File: src/rtl/ws2812_pkg.sv
// Shared types and helpers for the WS2812/SK6812 frame sequencer.
// Latency: not applicable (types, constants and a pure function).
// Backpressure: not applicable.
package ws2812_pkg;

    // Sequencer states
    typedef enum logic [2:0] {
        S_IDLE     = 3'd0,
        S_RD_REQ   = 3'd1,
        S_RD_CAP   = 3'd2,
        S_SEND_BIT = 3'd3,
        S_SEND_RST = 3'd4
    } state_e;

    // 50 us line-reset gap at 200 MHz
    localparam int RST_CYCLES_DEFAULT = 10000;

    // Brightness scale of one 8-bit channel: (c * (bright + 1)) >> 8, truncated.
    // bright = 255 multiplies by 256, which makes the scale an exact identity.
    function automatic logic [7:0] scale8(input logic [7:0] c, input logic [7:0] bright);
        logic [15:0] prod;
        prod = {8'd0, c} * ({8'd0, bright} + 16'd1);
        return prod[15:8];
    endfunction

endpackage

File: src/rtl/ws2812_frame_ctl_pixel_scale.sv
// Applies global brightness to every 8-bit channel of one pixel word.
// Latency: combinational, zero cycles.
// Backpressure: none; the output follows the inputs.
module pixel_scale
    import ws2812_pkg::*;
#(
    parameter int PIXEL_BITS = 24
) (
    input  logic [PIXEL_BITS-1:0] pixel_i,
    input  logic [7:0]            bright_i,
    output logic [PIXEL_BITS-1:0] pixel_o
);

    localparam int NUM_CH = PIXEL_BITS / 8;

    // One independent scaler per channel; channel order is preserved as stored
    for (genvar g = 0; g < NUM_CH; g++) begin : g_ch
        assign pixel_o[g*8 +: 8] = scale8(pixel_i[g*8 +: 8], bright_i);
    end

endmodule

File: src/rtl/ws2812_frame_ctl.sv
// Frame sequencer: reads pixels from frame RAM, scales them and feeds the bit encoder MSB-first.
// Latency: frame start sampled at edge N -> RAM read in cycle N+1 -> first bit_rdy_out in cycle N+3.
// Backpressure: one bit outstanding; the next bit waits for the encoder's bit_done_in pulse.
module ws2812_frame_ctl
    import ws2812_pkg::*;
#(
    parameter int PIXEL_BITS = 24,
    parameter int ADDR_BITS  = 6,
    parameter int RST_CYCLES = RST_CYCLES_DEFAULT
) (
    input  logic                  clk_in,
    input  logic                  rst_n_in,
    input  logic                  frame_rdy_in,
    input  logic [ADDR_BITS:0]    pixel_cnt_in,
    input  logic [7:0]            bright_in,
    output logic                  ram_rd_en_out,
    output logic [ADDR_BITS-1:0]  ram_rd_addr_out,
    input  logic [PIXEL_BITS-1:0] ram_rd_data_in,
    input  logic                  bit_done_in,
    output logic                  bit_rdy_out,
    output logic                  bit_data_out,
    output logic                  busy_out,
    output logic                  frame_done_out
);

    localparam int CW = ADDR_BITS + 1;
    localparam int BW = (PIXEL_BITS > 1) ? $clog2(PIXEL_BITS) : 1;
    localparam int RW = (RST_CYCLES > 1) ? $clog2(RST_CYCLES) : 1;

    state_e                 state_q;
    logic [ADDR_BITS-1:0]   addr_q;
    logic [CW-1:0]          cnt_q;
    logic [7:0]             bright_q;
    logic [BW-1:0]          bit_idx_q;
    logic [RW-1:0]          rst_cnt_q;
    logic [PIXEL_BITS-1:0]  shift_q;
    logic                   pending_q;
    logic                   rd_en_q;
    logic                   bit_rdy_q;
    logic                   bit_data_q;
    logic                   frame_done_q;

    logic [PIXEL_BITS-1:0]  scaled_d;
    logic                   bit_take_d;
    logic                   last_bit_d;
    logic                   last_pix_d;
    logic                   rst_end_d;

    pixel_scale #(
        .PIXEL_BITS (PIXEL_BITS)
    ) u_scale (
        .pixel_i  (ram_rd_data_in),
        .bright_i (bright_q),
        .pixel_o  (scaled_d)
    );

    // A done pulse only counts for a bit that is outstanding and not in its own rdy cycle
    assign bit_take_d = bit_done_in && pending_q && !bit_rdy_q;
    assign last_bit_d = (bit_idx_q == BW'(PIXEL_BITS - 1));
    // cnt is one bit wider than addr so a full-depth frame ends at DEPTH-1 without wrapping
    assign last_pix_d = ({1'b0, addr_q} == (cnt_q - CW'(1)));
    assign rst_end_d  = (rst_cnt_q == RW'(RST_CYCLES - 1));

    assign ram_rd_en_out   = rd_en_q;
    assign ram_rd_addr_out = addr_q;
    assign bit_rdy_out     = bit_rdy_q;
    assign bit_data_out    = bit_data_q;
    assign busy_out        = (state_q != S_IDLE);
    assign frame_done_out  = frame_done_q;

    // Frame FSM with address, bit and gap counters, shift register and pending flag
    always_ff @(posedge clk_in or negedge rst_n_in) begin
        if (!rst_n_in) begin
            state_q      <= S_IDLE;
            addr_q       <= '0;
            cnt_q        <= '0;
            bright_q     <= '0;
            bit_idx_q    <= '0;
            rst_cnt_q    <= '0;
            shift_q      <= '0;
            pending_q    <= 1'b0;
            rd_en_q      <= 1'b0;
            bit_rdy_q    <= 1'b0;
            bit_data_q   <= 1'b0;
            frame_done_q <= 1'b0;
        end else begin
            rd_en_q      <= 1'b0;
            bit_rdy_q    <= 1'b0;
            frame_done_q <= 1'b0;
            case (state_q)
                S_IDLE: begin
                    if (frame_rdy_in) begin
                        cnt_q     <= pixel_cnt_in;
                        bright_q  <= bright_in;
                        addr_q    <= '0;
                        rst_cnt_q <= '0;
                        if (pixel_cnt_in == '0) begin
                            state_q <= S_SEND_RST;
                        end else begin
                            rd_en_q <= 1'b1;
                            state_q <= S_RD_REQ;
                        end
                    end
                end
                S_RD_REQ: begin
                    state_q <= S_RD_CAP;
                end
                S_RD_CAP: begin
                    shift_q    <= scaled_d;
                    bit_idx_q  <= '0;
                    bit_data_q <= scaled_d[PIXEL_BITS-1];
                    bit_rdy_q  <= 1'b1;
                    pending_q  <= 1'b1;
                    state_q    <= S_SEND_BIT;
                end
                S_SEND_BIT: begin
                    if (bit_take_d) begin
                        pending_q <= 1'b0;
                        if (!last_bit_d) begin
                            bit_idx_q  <= bit_idx_q + 1'b1;
                            shift_q    <= shift_q << 1;
                            bit_data_q <= shift_q[PIXEL_BITS-2];
                            bit_rdy_q  <= 1'b1;
                            pending_q  <= 1'b1;
                        end else if (last_pix_d) begin
                            rst_cnt_q <= '0;
                            state_q   <= S_SEND_RST;
                        end else begin
                            addr_q  <= addr_q + 1'b1;
                            rd_en_q <= 1'b1;
                            state_q <= S_RD_REQ;
                        end
                    end
                end
                S_SEND_RST: begin
                    if (rst_end_d) begin
                        frame_done_q <= 1'b1;
                        state_q      <= S_IDLE;
                    end else begin
                        rst_cnt_q <= rst_cnt_q + 1'b1;
                    end
                end
                default: begin
                    state_q <= S_IDLE;
                end
            endcase
        end
    end

endmodule
File: config.mk
export PLATFORM = sky130hd
export DESIGN_NAME = ws2812_frame_ctl
export DESIGN_NICKNAME = d
export VERILOG_FILES = /design/src/rtl/ws2812_pkg.sv /design/src/rtl/ws2812_frame_ctl_pixel_scale.sv /design/src/rtl/ws2812_frame_ctl.sv
export SDC_FILE = /design/constraint.sdc
export NUM_CORES = 1
export LEC_CHECK = 0
export ABC_AREA = 0
export CAP_MARGIN = 20
export CORE_MARGIN = 3
export CORE_UTILIZATION = 55
export CTS_CLUSTER_SIZE = 16
export DETAILED_ROUTE_END_ITERATION = 12
export HOLD_SLACK_MARGIN = 0.05
export PLACE_DENSITY = 0.77
export SLEW_MARGIN = 0
export SYNTH_ARGS = -nofsm -noshare
export SYNTH_HDL_FRONTEND = slang
export SYNTH_HIERARCHICAL = 1
export SYNTH_SLANG_ARGS = --single-unit
File: constraint.sdc
create_clock -name clk_in -period 15.7 [get_ports clk_in]
set_input_delay 3.14 -clock clk_in [delete_from_list [all_inputs] [get_ports clk_in]]
set_output_delay 3.14 -clock clk_in [all_outputs]
set_load 0.02 [all_outputs]
[Word-level counts from Yosys, hierarchy flattened]
Cells that the tools add are included.
Operators by class
  reductions and logical operators: 15
  equal/unequal tests: 15
  multiply operators: 3
  muxes and demuxes: 40
  add/subtract/negate cells: 5
Operators by type and width (count)
  2-to-1 mux 14 bit: 5
  2-to-1 mux 23 bit: 2
  case mux 23 bit (2 select lines): 1
  case mux 14 bit (3 select lines): 1
  multiplier 8 x 9 -> 16 bit: 2
  2-to-1 mux 6 bit: 4
  2-to-1 mux 3 bit: 6
  multiplier 8 x 16 -> 16 bit: 1
  != test 2 bit (second input constant): 8
  case mux 3 bit (5 select lines): 1
  adder 14 x 1 -> 14 bit (second input constant): 1
  equality test 14 bit (second input constant): 1
  2-to-1 mux 1 bit: 12
  case mux 6 bit (2 select lines): 1
  2-to-1 mux 5 bit: 2
  case mux 5 bit (2 select lines): 1
  adder 8 x 1 -> 9 bit (second input constant): 1
  case mux 1 bit (2 select lines): 4
  equality test 6 x 7 -> 1 bit: 1
  logical NOT 7 bit: 1
  subtractor 7 x 1 -> 7 bit (second input constant): 1
  adder 6 x 1 -> 6 bit (second input constant): 1
  equality test 3 x 2 -> 1 bit (second input constant): 2
  AND reduction 6 bit: 1
  other kinds (13): 17
Word-level totals
  logic and storage cells: 90
  output and inout bits: 11
  input bits: 43
  flip-flop bits (word level): 71

[Longest topological paths before layout]
  word-level depth: 6
  mapped depth: 22
  mapped depth without buffers: 20

[By module]
The synthesis kept the hierarchy.
Modules (own cells, without submodules)
  pixel_scale: cells an instance 744, area each 6423.7 µm², sequential area each 0.0 µm², times used 1
  ws2812_frame_ctl: cells an instance 393, area each 3681.0 µm², sequential area each 1776.7 µm², times used 1

[Least setup slack after synthesis]
Ideal clock, no wire load.
  path kind: in2reg
  from: input port ram_rd_data_in[23]
  to: register bit_data_q, in the netlist bit_data_out
  cell stages on the path: 15
  required time: 15.617 ns
  path slack: 8.629 ns
  arrival time: 6.988 ns
  path buffers: 0
  library setup time: 0.083 ns
  path through: nand2b_1 fa_1 fa_1 inv_1 fa_1 fa_1 ha_1 nand3_1 or4_4 a21oi_4 o211ai_2 o21ai_1 xnor2_1 mux2i_1 o21ai_0
On the way
  cells in the longest elaborated chain, start to end: 2
Ends and longest elaborated chain
  start: declaration: RTL line ws2812_frame_ctl.sv:18  | input logic [PIXEL_BITS-1:0] ram_rd_data_in,
  multiplier 8 x 9 -> 16 bit: RTL line ws2812_pkg.sv:22  | prod = {8'd0, c} * ({8'd0, bright} + 16'd1);
  named net scaled_d[23]: RTL line ws2812_frame_ctl.sv:43  | logic [PIXEL_BITS-1:0] scaled_d;
  case mux 1 bit (2 select lines): RTL line ws2812_frame_ctl.sv:90  | case (state_q)
  end signal: assignment: RTL line ws2812_frame_ctl.sv:111  | bit_data_q <= scaled_d[PIXEL_BITS-1];
  end signal: assignment: RTL line ws2812_frame_ctl.sv:122  | bit_data_q <= shift_q[PIXEL_BITS-2];
  end: declaration: RTL line ws2812_frame_ctl.sv:40  | logic bit_data_q;
The timed path passes the listed nets, and every way through them passes these cells.
A chain may end at the register's enable or synchronous reset.

[Worst setup path in the final report]
  from: input port ram_rd_data_in[7]
  to: register shift_q[6]
On the way
  cells in the longest elaborated chain, start to end: 2
Ends and longest elaborated chain
  multiplier 8 x 9 -> 16 bit: RTL line ws2812_pkg.sv:22
  named net scaled_d[6]: RTL line ws2812_frame_ctl.sv:43
  case mux 23 bit (2 select lines): RTL line ws2812_frame_ctl.sv:90
  end signal: assignment: RTL line ws2812_frame_ctl.sv:109  | shift_q <= scaled_d;
  end signal: assignment: RTL line ws2812_frame_ctl.sv:121  | shift_q <= shift_q << 1;
  end: declaration: RTL line ws2812_frame_ctl.sv:36  | logic [PIXEL_BITS-1:0] shift_q;
The timed path passes the listed nets, and every way through them passes these cells.

==> results.json <==
{
  "status": "finished, final reports clean",
  "die_area_um2": 20000,
  "finalMaxSlewViolations": 0,
  "place_congestion": 0.822,
  "io_pins": 54,
  "first_pass_iters": 4,
  "synth-seq-cells": 71,
  "p_per_area_nw_per_um2": 52.9,
  "switchingPower_uw": 175,
  "finalInstanceArea_um2": 11200,
  "end_kind": "flip-flop",
  "cts_root_buf": "clkbuf_16",
  "finalSetupTns_ps": 0,
  "max_slew.worst_pin.slew_ps": 895,
  "worstSkewPairLatency_ps": 340,
  "cts_resized": 0,
  "vias": 7666,
  "critPathRequiredTime_ps": 15890,
  "p_int_uw": 414,
  "grt_start_max_net_pins": 72,
  "worst_slew_margin_rel": 0.403,
  "worstPathArrival_ps": 8110,
  "crit_type": "in2reg",
  "ys_seq_area_frac": 0.176,
  "period_share": 0.504,
  "drt_iter0_markers": 407,
  "core_area_um2": 17700,
  "antenna_found_initial": 0,
  "rsz0062_at_grt": "no",
  "wire_per_inst_um": 15.1,
  "grt.overflow.total": 0,
  "area.growth.synth_to_final_pct": 10.4,
  "grt_pass1_vias": 8023,
  "final_cell_mix": "inv_1 (154), and2_1 (151), nand2_1 (138)",
  "regArea_um2": 1780,
  "die_x_um": 142,
  "start_kind": "input port",
  "n_antenna_cell": 0,
  "routed_wirelength_um": 21100,
  "ant_nets": 0,
  "rows": 48,
  "drive_gt1_frac": 0.0442,
  "yosysUniqueCellTypes": 72,
  "grtUsageTotal": 0.228,
  "post-route-min-period_ps": 7920,
  "viasPerCell": 5.47,
  "synth_async_sr_flop_share": 1.00,
  "ir_drop_mv": 0.0709,
  "cts_setup_buffers": 0,
  "dpl.hpwl_um": 15900,
  "nets": 1435,
  "total_leakage_power_nw": 5.97,
  "pwr-share-seq": 0.396,
  "syn_area_per_cell_um2": 8.89,
  "syn_inst": 1137,
  "yosys_warnings": 6,
  "multi_input_area_um2": 7580,
  "die_y_um": 142,
  "skew_ps": 4.74,
  "crit_fanout": 9,
  "cts-hold-fix-buffers": 0,
  "cts_max_path_buffers": 2,
  "synthFlopType": "dfrtp_1",
  "syn_nets": 1401,
  "cts.clk_slew.worst_paths_ps": 60,
  "syn_area_um2": 10100,
  "place_area_um2": 10800,
  "cts_tree": "yes",
  "start_util": 0.572,
  "cts_max_level": 3,
  "hold_viol_final": 0,
  "power_frac_comb": 0.224,
  "clockPowerShare": 0.380,
  "grt_pass1_wl_um": 38200,
  "mostFrequentLayoutCell": "inv_1",
  "hold_class": "reg2reg",
  "max-cap-violations": 0,
  "switching_share": 0.297,
  "cts_sinks": 71,
  "fmax_mhz": 126,
  "fillers": 1503,
  "cts_buffers": 9,
  "io_buffers": 53,
  "setup_viol": 0,
  "drcViolationCount": 0,
  "synth_edf_count": 0
}
[power by group through the flow]
stage / Combinational (mW) / Sequential, mW / Clock (mW)
2_1_floorplan: 0.0799 / 0.235 / 0
3_3_place_gp: 0.129 / 0.235 / 0
3_5_place_dp: 0.134 / 0.236 / 0
4_1_cts: 0.134 / 0.233 / 0.230
5_1_grt: 0.151 / 0.237 / 0.238
6_report: 0.132 / 0.234 / 0.224
[routing by layer]
layer  share of wire  up-vias  GRT usage  wire length (µm)
met3           0.035       19     0.0290               744
li1                -     3725          -                 -
met1            0.47     3804      0.322              9820
met2            0.49      118      0.388             10400
met5               0        -          0                 0
met4          0.0091        0     0.0343               193
[path summary, 6_finish.rpt]
| check | start | to | slack (ps) | cells past startpoint |
|---|---|---|---|---|
| worst max-delay path | ram_rd_data_in[7] | shift_q[6] | 7780 | 18 |
| worst min-delay path | rst_cnt_q[13] | rst_cnt_q[13] | 480 | 1 |
| worst max register to register | bright_q[0] | shift_q[6] | 9850 | 22 |
| worst min register to register | rst_cnt_q[13] | rst_cnt_q[13] | 480 | 1 |
| max in group asynchronous | rst_n_in | ram_rd_addr_out[4] | 12180 | 1 |
| min in group asynchronous | rst_n_in | bright_q[3] | 2920 | 1 |
[critical path, cell delays in order]
cell             delay (ps)
clkdlybuf4s50_1         640
nand2b_1                130
fa_1                    520
fa_1                    560
inv_1                    60
fa_1                    530
inv_1                    50
fa_1                    520
inv_1                    40
ha_1                    190
nor4_1                  250
o31ai_1                 140
o21ai_1                 240
o21ai_1                 280
a2111oi_0               480
nor3_1                  110
mux2i_1                 130
o21ai_0                 100
[flip-flops by register name, summed over array words and instances, names as in the netlist]
signal           count
state_q              3
shift_q             23
bright_q             8
frame_done_out       1
rst_cnt_q           14
bit_data_out         1
bit_rdy_out          1
ram_rd_en_out        1
bit_idx_q            5
pending_q            1
ram_rd_addr_out      6
cnt_q                7
[area by class of cell]
class                   count  area share
clock buffers              11      0.0227
clock inverters             5     0.00718
inverters                 154      0.0518
multi-input cells         872       0.680
flip-flops and latches     71       0.159
well taps                 225      0.0252
repair buffers             63      0.0541
[cell usage after synthesis, types with 3 or more instances]
master      n  area, µm²
nor2b_1    22        138
nor2_1     43        161
buf_2       5       25.0
xnor2_1    30        263
nand2b_1    6       37.5
nor4_1      4       25.0
fa_1      120       2400
nand3b_1    3       22.5
a21oi_1    16       80.1
o21bai_1    3       22.5
inv_1     154        578
nor3_1     18       90.1
a31oi_1     5       31.3
o31ai_1     6       45.0
o21ai_0    44        220
mux2i_1    26        260
and3b_1     3       26.3
nand2_1   138        518
a21o_1      8       60.1
dfrtp_1    71       1780
clkbuf_1   32        120
nand3_1    23        115
nand4_1     8       50.1
and2_1    151        945
o21ai_1    14       70.1
ha_1      101       1260
xor2_1     14        123
and3_1     14       87.6
[kinds of logic (layout without fill, tap and decap cells)]
group / count (synthesis) / after routing / share of synthesized area
flops: 71 / 71 / 0.176
compound gates: 126 / 126 / 0.0843
xor+xnor: 44 / 44 / 0.0381
buf+inv: 194 / 233 / 0.0742
fa+ha+maj: 221 / 221 / 0.363
simple gates: 453 / 453 / 0.237
mux: 28 / 28 / 0.0280
[per-stage QoR]
| step | util | setup slack [ps] | hold WS [ps] | power [mW] | instances |
|---|---|---|---|---|---|
| floorplan | - | 8630 | 436 | 0.315 | 1137 |
| global placement | 0.613 | 7700 | 466 | 0.364 | 1385 |
| detailed placement | 0.613 | 7480 | 465 | 0.369 | 1385 |
| CTS | 0.632 | 7810 | 482 | 0.597 | 1401 |
| global route | 0.632 | 7350 | 514 | 0.626 | 1401 |
| finish | 0.632 | 7780 | 478 | 0.590 | 1401 |
No activity file was read; power rests on OpenSTA's default activity.
